File: src/rtl/lsu_dmem_access_ctrl.sv
`default_nettype none
// ============================================================================
// Module   : lsu_dmem_access_ctrl
// Brief    : Load/store access controller between the execute stage and a
//            128-bit-line data memory. Drives a req/gnt/rvalid handshake,
//            formats store byte enables and replicated write data, and hands
//            the captured load line plus access flags to the load selector.
//            Optional misaligned-access trap: define LSU_MISALIGN_TRAP_EN.
// Revision : 1.0 - initial release
// ============================================================================
module lsu_dmem_access_ctrl #(
    parameter int ADDR_WIDTH  = 32,
    parameter int LINE_WIDTH  = 128,
    parameter int OFFSET_BITS = 4
) (
    input  logic                   clk,
    input  logic                   rst,
    input  logic                   req_valid,
    output logic                   req_ready,
    input  logic                   req_load,
    input  logic                   req_store,
    input  logic                   req_lb,
    input  logic                   req_lh,
    input  logic                   req_lw,
    input  logic                   req_unsigned,
    input  logic [ADDR_WIDTH-1:0]  req_addr,
    input  logic [31:0]            req_wdata,
    output logic                   dmem_req,
    input  logic                   dmem_gnt,
    output logic                   dmem_we,
    output logic [ADDR_WIDTH-1:0]  dmem_addr,
    output logic [15:0]            dmem_be,
    output logic [LINE_WIDTH-1:0]  dmem_wdata,
    input  logic                   dmem_rvalid,
    input  logic [LINE_WIDTH-1:0]  dmem_rdata,
    output logic                   sel_lb,
    output logic                   sel_lh,
    output logic                   sel_lw,
    output logic                   sel_unsigned,
    output logic [OFFSET_BITS-1:0] sel_addr,
    output logic [LINE_WIDTH-1:0]  sel_rd_data,
    output logic                   resp_valid,
    output logic                   resp_is_load,
    output logic                   lsu_stall,
    output logic                   misalign_err
);

    localparam logic [1:0] c_IDLE    = 2'd0;
    localparam logic [1:0] c_REQ     = 2'd1;
    localparam logic [1:0] c_WAIT_RD = 2'd2;
    localparam logic [1:0] c_RESP    = 2'd3;

    logic [1:0]            r_state;
    logic [1:0]            w_state_nxt;
    logic [ADDR_WIDTH-1:0] r_addr;
    logic                  r_load;
    logic                  r_lb;
    logic                  r_lh;
    logic                  r_lw;
    logic                  r_unsigned;
    logic [31:0]           r_wdata;
    logic [LINE_WIDTH-1:0] r_rd_data;
    logic                  w_accept;
    logic                  w_misalign;
    logic                  w_capture;
    logic [15:0]           w_be;
    logic [LINE_WIDTH-1:0] w_wdata;

    // A request is well formed only with exactly one direction and one width.
    assign w_accept = (r_state == c_IDLE) & req_valid
                    & (req_load ^ req_store)
                    & ((req_lb & ~req_lh & ~req_lw) |
                       (~req_lb & req_lh & ~req_lw) |
                       (~req_lb & ~req_lh & req_lw));

`ifdef LSU_MISALIGN_TRAP_EN
    logic r_misalign;
    // Halfwords must be 2-byte aligned, words 4-byte aligned.
    assign w_misalign   = (req_lh & req_addr[0]) | (req_lw & (req_addr[1:0] != 2'b00));
    assign misalign_err = (r_state == c_RESP) & r_misalign;
`else
    // Without the trap, the low address bits below the access width are ignored.
    assign w_misalign   = 1'b0;
    assign misalign_err = 1'b0;
`endif

    // Load line is captured either together with the grant or later in WAIT_RD.
    assign w_capture = r_load & dmem_rvalid &
                       (((r_state == c_REQ) & dmem_gnt) | (r_state == c_WAIT_RD));

    // Next-state logic for the request/response sequencer.
    always_comb begin
        w_state_nxt = r_state;
        case (r_state)
            c_IDLE: begin
                if (w_accept) begin
                    w_state_nxt = w_misalign ? c_RESP : c_REQ;
                end
            end
            c_REQ: begin
                if (dmem_gnt) begin
                    w_state_nxt = (!r_load || dmem_rvalid) ? c_RESP : c_WAIT_RD;
                end
            end
            c_WAIT_RD: begin
                if (dmem_rvalid) begin
                    w_state_nxt = c_RESP;
                end
            end
            c_RESP:  w_state_nxt = c_IDLE;
            default: w_state_nxt = c_IDLE;
        endcase
    end

    // State, request latch and load-line capture registers.
    always_ff @(posedge clk or posedge rst) begin
        if (rst) begin
            r_state    <= c_IDLE;
            r_addr     <= '0;
            r_load     <= 1'b0;
            r_lb       <= 1'b0;
            r_lh       <= 1'b0;
            r_lw       <= 1'b0;
            r_unsigned <= 1'b0;
            r_wdata    <= '0;
            r_rd_data  <= '0;
`ifdef LSU_MISALIGN_TRAP_EN
            r_misalign <= 1'b0;
`endif
        end else begin
            r_state <= w_state_nxt;
            if (w_accept) begin
                r_addr     <= req_addr;
                r_load     <= req_load;
                r_lb       <= req_lb;
                r_lh       <= req_lh;
                r_lw       <= req_lw;
                r_unsigned <= req_unsigned;
                r_wdata    <= req_wdata;
`ifdef LSU_MISALIGN_TRAP_EN
                r_misalign <= w_misalign;
`endif
            end
            if (w_capture) begin
                r_rd_data <= dmem_rdata;
            end
        end
    end

    // Store formatting: data replicated across all lanes, enables select the lanes.
    always_comb begin
        w_be    = '0;
        w_wdata = '0;
        if ((r_state == c_REQ) && !r_load) begin
            if (r_lb) begin
                w_be    = 16'h0001 << r_addr[3:0];
                w_wdata = {16{r_wdata[7:0]}};
            end else if (r_lh) begin
                w_be    = 16'h0003 << {r_addr[3:1], 1'b0};
                w_wdata = {8{r_wdata[15:0]}};
            end else begin
                w_be    = 16'h000F << {r_addr[3:2], 2'b00};
                w_wdata = {4{r_wdata}};
            end
        end
    end

    assign req_ready    = (r_state == c_IDLE) & ~rst;
    assign lsu_stall    = (r_state != c_IDLE);
    assign dmem_req     = (r_state == c_REQ);
    assign dmem_we      = dmem_req & ~r_load;
    assign dmem_addr    = dmem_req ? {r_addr[ADDR_WIDTH-1:OFFSET_BITS], {OFFSET_BITS{1'b0}}} : '0;
    assign dmem_be      = w_be;
    assign dmem_wdata   = w_wdata;
    assign resp_valid   = (r_state == c_RESP);
    assign resp_is_load = resp_valid & r_load;
    assign sel_lb       = r_lb;
    assign sel_lh       = r_lh;
    assign sel_lw       = r_lw;
    assign sel_unsigned = r_unsigned;
    assign sel_addr     = r_addr[OFFSET_BITS-1:0];
    assign sel_rd_data  = r_rd_data;

endmodule
`default_nettype wire

File: config.mk
export PLATFORM = sky130hd
export DESIGN_NAME = lsu_dmem_access_ctrl
export DESIGN_NICKNAME = d
export VERILOG_FILES = /design/src/rtl/lsu_dmem_access_ctrl.sv
export SDC_FILE = /design/constraint.sdc
export NUM_CORES = 1
export LEC_CHECK = 0
export CAP_MARGIN = 20
export CORE_AREA = 5 5 202 204
export DETAILED_ROUTE_END_ITERATION = 16
export DIE_AREA = 0 0 207 209
export PLACE_DENSITY = 0.54
export SLEW_MARGIN = 20
export SYNTH_ARGS = -nofsm -noshare
export SYNTH_HDL_FRONTEND = slang
export SYNTH_SLANG_ARGS = --single-unit
File: constraint.sdc
create_clock -name clk -period 8.85 [get_ports clk]
set_clock_uncertainty 0.2 [all_clocks]
set_input_delay 2.2125 -clock clk [delete_from_list [all_inputs] [get_ports clk]]
set_output_delay 2.2125 -clock clk [all_outputs]
set_load 0.02 [all_outputs]
==> out/qor.yml, run 1 <==
clock.fmax_mhz: 170
async_reset_ff_share_pct: 100
reg2reg_slack_ps: 5160
criticalPathCategory: "in2out"
placedCellCount: 1636
leakage_nw: 5.99
power_w: 0.00526
grt_pass1_vias: 7579
postSynthAreaPerCell_um2: 12.9
final_max_slew_viol_count: 0
worstMarginPinSlew_ps: 977
synth.distinct_cells: 40
critPathMaxFanout: 2
gp_congestion: 0.765
arrival_ps: 3480
cts_buffers: 17
post-cts-setup-buffer-count: 0
clk_latency_ps: 460
drtIter0Drc: 207
post-route-drc-count: 0
firstDrtPassIters: 6
cts_root_buf: "clkbuf_16"
initial_utilization_pct: 23.7
cts_buffer_depth: 2
dpl.hpwl_um: 25000
ys_seq_area_share_pct: 53.6
antenna_left: 0
die-area_um2: 43300
fp.coreArea_um2: 39100
vias: 6948
maxCapViolCount: 0
syn_inst: 721
drt-total-wl_um: 32600
dieHeight_um: 209
startpoint_type: "primary input"
period_minus_slack_ps: 5900
synthFlopType: "dfrtp_1"
cp_common_cell: "clkdlybuf4s50_1"
cts.sinks: 199
netlist_area_um2: 9280
routedWlPerCell_um: 19.5
grt_max_degree: 76
path_cells: "clkdlybuf4s50_1 -> nor2_1 -> clkdlybuf4s50_1"
drive_above_1_share_pct: 20.2
nFillCells: 3889
vdd.ir_drop.worst_uv: 193
period_share_pct: 66.6
antenna_found_initial: 3
vias_per_cell: 4.16
finalSetupTns_ps: 0
required_ps: 6440
track_usage_pct: 14.7
cts_max_level: 4
cp_slowest_stage_delay_ps: 620
ys_ff_latch: 199
outcome: "completed"
instances_no_fill: 1670
cp.buffers_inverters: 2
hold_path_class: "reg2reg"
cts_hold_buffers: 0
num_rows: 73
grt.overflow.total: 0
nets: 1338
finalSetupViolations: 0
cpMaxStageDelayCell: "clkdlybuf4s50_1"
timing.max_slew.rel_slack_pct: 34.9
synth_area_leaders: "dfrtp_1 54%, mux2_2 21%, buf_4 8.8%"
numPortBuffers: 516
hold_viol_final: 0
yosysTopAreaCell: "dfrtp_1"
clkTransAtPathRegs_ps: 70
cts_tree: "done"
fp.dieW_um: 207
grt_pass1_wl_um: 48700
power_density_nw_per_um2: 355
crit_family: "buffers and inverters"
fin_util_pct: 37.8
cts_resized: 0
yosys.area.top_type_share_pct: 53.6
synth-warning-count: 0
ioPinCount: 522
worstSetupEndpointType: "output pin"
syn_to_final_growth_pct: 59.4
synth-edff-count: 0
rsz0062_at_grt: "false"
## cell usage after synthesis, types with 2 or more instances
cell type / instances
ha_1: 5
buf_2: 13
clkbuf_1: 13
and2_1: 37
dfrtp_1: 199
nand3_1: 5
a21oi_1: 24
o21ai_0: 12
mux2i_1: 17
nand2_1: 12
mux2_2: 176
mux2_1: 8
o211ai_1: 2
nor2_1: 45
mux2_4: 10
buf_4: 109
inv_1: 11
## state kept, by name (all words and copies together), names as in the netlist
signal        flops
r_load            1
sel_lw            1
sel_lh            1
r_state           2
sel_unsigned      1
sel_rd_data     128
r_addr           32
r_wdata          32
sel_lb            1
## report_power, final
part | leakage [nW] | switching (W) | internal (W)
sequential | 2.43 | 0.000267 | 0.00135
clock | 0.282 | 0.000390 | 0.000396
combinational | 3.28 | 0.00141 | 0.00144
## cells in the final DEF (no fill, tap or decap), types with 2 or more instances in the layout
master,Yosys,routed
clkinv_2,0,3
o21ai_0,12,12
clkinv_4,0,4
mux2_1,8,8
nor2_1,45,44
ha_1,5,5
nand3_1,5,5
o211ai_1,2,2
mux2_4,10,10
inv_8,0,3
mux2_2,176,176
conb_1,1,5
inv_6,0,4
a21oi_1,24,24
clkbuf_16,0,17
mux2i_1,17,17
clkdlybuf4s50_1,0,516
dfrtp_1,199,199
nand2_1,12,12
inv_1,11,10
buf_4,109,9
and2_1,37,37
diode_2,0,2
## per-layer routing
layer / up-vias / global-route usage, % / wire [um]
met1: 3398 / 15.1 / 11900
met4: 4 / 3.99 / 446
met3: 28 / 7.84 / 3520
met5: - / 0 / 20
met2: 356 / 26.1 / 16700
li1: 3162 / - / -
## logic make-up after synthesis
logic type	share of synthesized area (%)
mux	25.8
flops	53.6
buf+inv	11.0
simple gates	5.84
compound gates	2.82
fa+ha+maj	0.674
xor+xnor	0.189
other cells	0.0404
## per-stage QoR
step	hold slack, ps	setup slack (ps)	cell area (um2)
after global placement	281	2950	14200
final	301	2950	14800
after global routing	321	2940	14800
after CTS	306	2950	14800
after detailed placement	288	2950	14200
after floorplan	273	1010	9300
## layout make-up
| cell class | count | area [um2] | share of cell area [%] |
|---|---|---|---|
| diodes | 2 | 5.00 | 0.0338 |
| clock buffers | 17 | 425 | 2.88 |
| inverters | 11 | 48.8 | 0.330 |
| flip-flops and latches | 199 | 4980 | 33.7 |
| multi-input cells | 376 | 3300 | 22.3 |
| well taps | 525 | 657 | 4.44 |
| repair buffers | 525 | 5230 | 35.4 |
| clock inverters | 15 | 145 | 0.981 |
## path summary, 6_finish.rpt
path | startpoint | end | cells past startpoint
worst max-delay path | rst | req_ready | 3
worst min-delay path | r_addr[14]$_DFFE_PP0P_ | r_addr[14]$_DFFE_PP0P_ | 1
worst max register to register | r_state[1]$_DFFE_PP0P_ | sel_rd_data[79]$_DFFE_PP0P_ | 8
worst min register to register | r_addr[14]$_DFFE_PP0P_ | r_addr[14]$_DFFE_PP0P_ | 1
max in group asynchronous | rst | sel_rd_data[16]$_DFFE_PP0P_ | 3
min in group asynchronous | rst | sel_rd_data[59]$_DFFE_PP0P_ | 2
Power figures use the tool's default switching activity.
==> run 2: changes to the inputs <==
==> constraint.sdc (replaced) <==
create_clock -name clk -period 6.15 [get_ports clk]
set_clock_uncertainty 0.2 [all_clocks]
set_input_delay 1.5375 -clock clk [delete_from_list [all_inputs] [get_ports clk]]
set_output_delay 1.5375 -clock clk [all_outputs]
set_load 0.02 [all_outputs]
==> out/qor.yml, run 2 (synthesized netlist as in run 1, its figures left out) <==
fin_util_pct: 38.1  # +0.25 points
startpoint_type: "register"
syn_to_final_growth_pct: 60.4
timing.max_slew.rel_slack_pct: 39.0  # +4.1 points
hold_path_class: "reg2reg"
arrival_ps: 3000  # -480 ps
cp_common_cell: "inv_1"
worstSetupEndpointType: "output pin"
antenna_found_initial: 1  # -2
ioPinCount: 522  # unchanged
register_area_um2: 4980  # unchanged
finalSetupTns_ps: 0  # unchanged
nFillCells: 3855  # -0.87%
rsz0062_at_grt: "false"
largest_register_ffs: 128  # unchanged
cts_buffers: 17  # unchanged
required_ps: 4410  # -2030 ps
cts_max_level: 4  # unchanged
clkTransAtPathRegs_ps: 70  # about the same
numPortBuffers: 516  # unchanged
clk_latency_ps: 440  # -20 ps
vias_per_cell: 4.15  # -0.19%
nets: 1342  # +0.30%
die-area_um2: 43300  # unchanged
gp_congestion: 0.757  # -0.94%
multi_input_area_um2: 3300  # unchanged
period_share_pct: 77.0
clock.fmax_mhz: 211
grt_pass1_wl_um: 48600  # -0.24%
grt_pass1_vias: 7691  # +1.5%
track_usage_pct: 14.4  # -0.28 points
post-cts-setup-buffer-count: 0  # unchanged
critPathMaxFanout: 13  # +11
finalSetupViolations: 0  # unchanged
drt-total-wl_um: 31800  # -2.6%
fp.dieW_um: 207  # unchanged
path_cells: "inv_1 -> ha_1 -> nand2b_1 -> inv_1 -> nand3b_1 -> nor2_1 -> clkdlybuf4s50_1"
dpl.hpwl_um: 25100  # +0.19%
cts_buffer_depth: 2  # unchanged
cp_slowest_stage_delay_ps: 630  # about the same
leakage_nw: 6.04  # +0.71%
final_max_slew_viol_count: 0  # unchanged
cts_tree: "done"
cts_root_buf: "clkbuf_16"
routedWlPerCell_um: 19.0  # -2.7%
antenna_left: 0  # unchanged
firstDrtPassIters: 4  # -2
final_cell_mix: "516 x clkdlybuf4s50_1, 199 x dfrtp_1, 176 x mux2_2, 44 x nor2_1, 37 x and2_1"
period_minus_slack_ps: 4740
drive_above_1_share_pct: 20.5  # +0.28 points
drtIter0Drc: 194  # -6.3%
maxCapViolCount: 0  # unchanged
post-route-drc-count: 0  # unchanged
fp.coreArea_um2: 39100  # unchanged
grt.overflow.total: 0  # unchanged
outcome: "completed"
vdd.ir_drop.worst_uv: 264  # +37%
cts_resized: 0  # unchanged
criticalPathCategory: "reg2out"
power_density_nw_per_um2: 512  # +44%
num_rows: 73  # unchanged
grt_max_degree: 131  # +72%
cts_hold_buffers: 0  # unchanged
cpMaxStageDelayCell: "clkdlybuf4s50_1"
cts.sinks: 199  # unchanged
initial_utilization_pct: 23.7  # unchanged
vias: 6943  # -0.072%
hold_viol_final: 0  # unchanged
diodes: 0  # -2
dieHeight_um: 209  # unchanged
worstMarginPinSlew_ps: 916  # -61.5 ps
final_common_cell: "clkdlybuf4s50_1"
-- run 2: changes by cell type in the layout (fill, tap and decap cells not counted), sizes merged --
cell and delta:
clkbuf +1, diode -2, buf +4, bufinv +1, clkinvlp +1, clkinv -3
-- run 2: cell type report --
cell class	count	area share (%)
clock buffers	18	2.95
clock inverters	14	1.22
inverters	11	0.302
multi-input cells	376	22.2
flip-flops and latches	199	33.4
well taps	525	4.41
repair buffers	529	35.5
-- run 2: critical path: cells and delay by family, from the launching register on --
kind | cells | cell delay, ps
adders and majority gates | 1 | 180
buffers and inverters | 3 | 1230
DFF | 1 | 430
and+or+nand+nor | 3 | 710
-- run 2: path summary, 6_finish.rpt --
check                                       start                     endpoint  slack, ps  depth (start not counted)
setup / recovery           r_state[1]$_DFFE_PP0P_                   dmem_be[9]       1410                          7
max in group asynchronous                     rst       r_addr[30]$_DFFE_PP0P_       3410                          4
hold reg to reg            r_addr[23]$_DFFE_PP0P_       r_addr[23]$_DFFE_PP0P_        300                          1
setup reg to reg           r_state[1]$_DFFE_PP0P_  sel_rd_data[97]$_DFFE_PP0P_       3140                          7
hold / removal             r_addr[23]$_DFFE_PP0P_       r_addr[23]$_DFFE_PP0P_        300                          1
min in group asynchronous                     rst  sel_rd_data[55]$_DFFE_PP0P_       1410                          3
-- run 2: routing by layer --
metal / global-route usage, % / share of wire, %
met1: 15.1 / 36
met3: 8.08 / 12
met4: 4.51 / 2.1
met5: 0 / 0
met2: 24.8 / 50
-- run 2: per-stage QoR --
| step | setup slack (ps) | hold slack (ps) | total power [W] | instance area (um2) | cells |
|---|---|---|---|---|---|
| floorplan | 1840 | 273 | 0.00466 | 9300 | 725 |
| global placement | 1700 | 281 | 0.00648 | 14300 | 1640 |
| detailed placement | 1680 | 288 | 0.00651 | 14300 | 1640 |
| CTS | 1290 | 305 | 0.00776 | 14900 | 1672 |
| global route | 1180 | 317 | 0.00808 | 14900 | 1672 |
| finish | 1410 | 299 | 0.00763 | 14900 | 1672 |
-- run 2: power by group --
group / leakage, nW / internal (W) / total (W) / switching [W]
sequential: 2.43 / 0.00195 / 0.00236 / 0.000411
combinational: 3.31 / 0.00208 / 0.00407 / 0.00199
clock: 0.302 / 0.000632 / 0.00120 / 0.000565
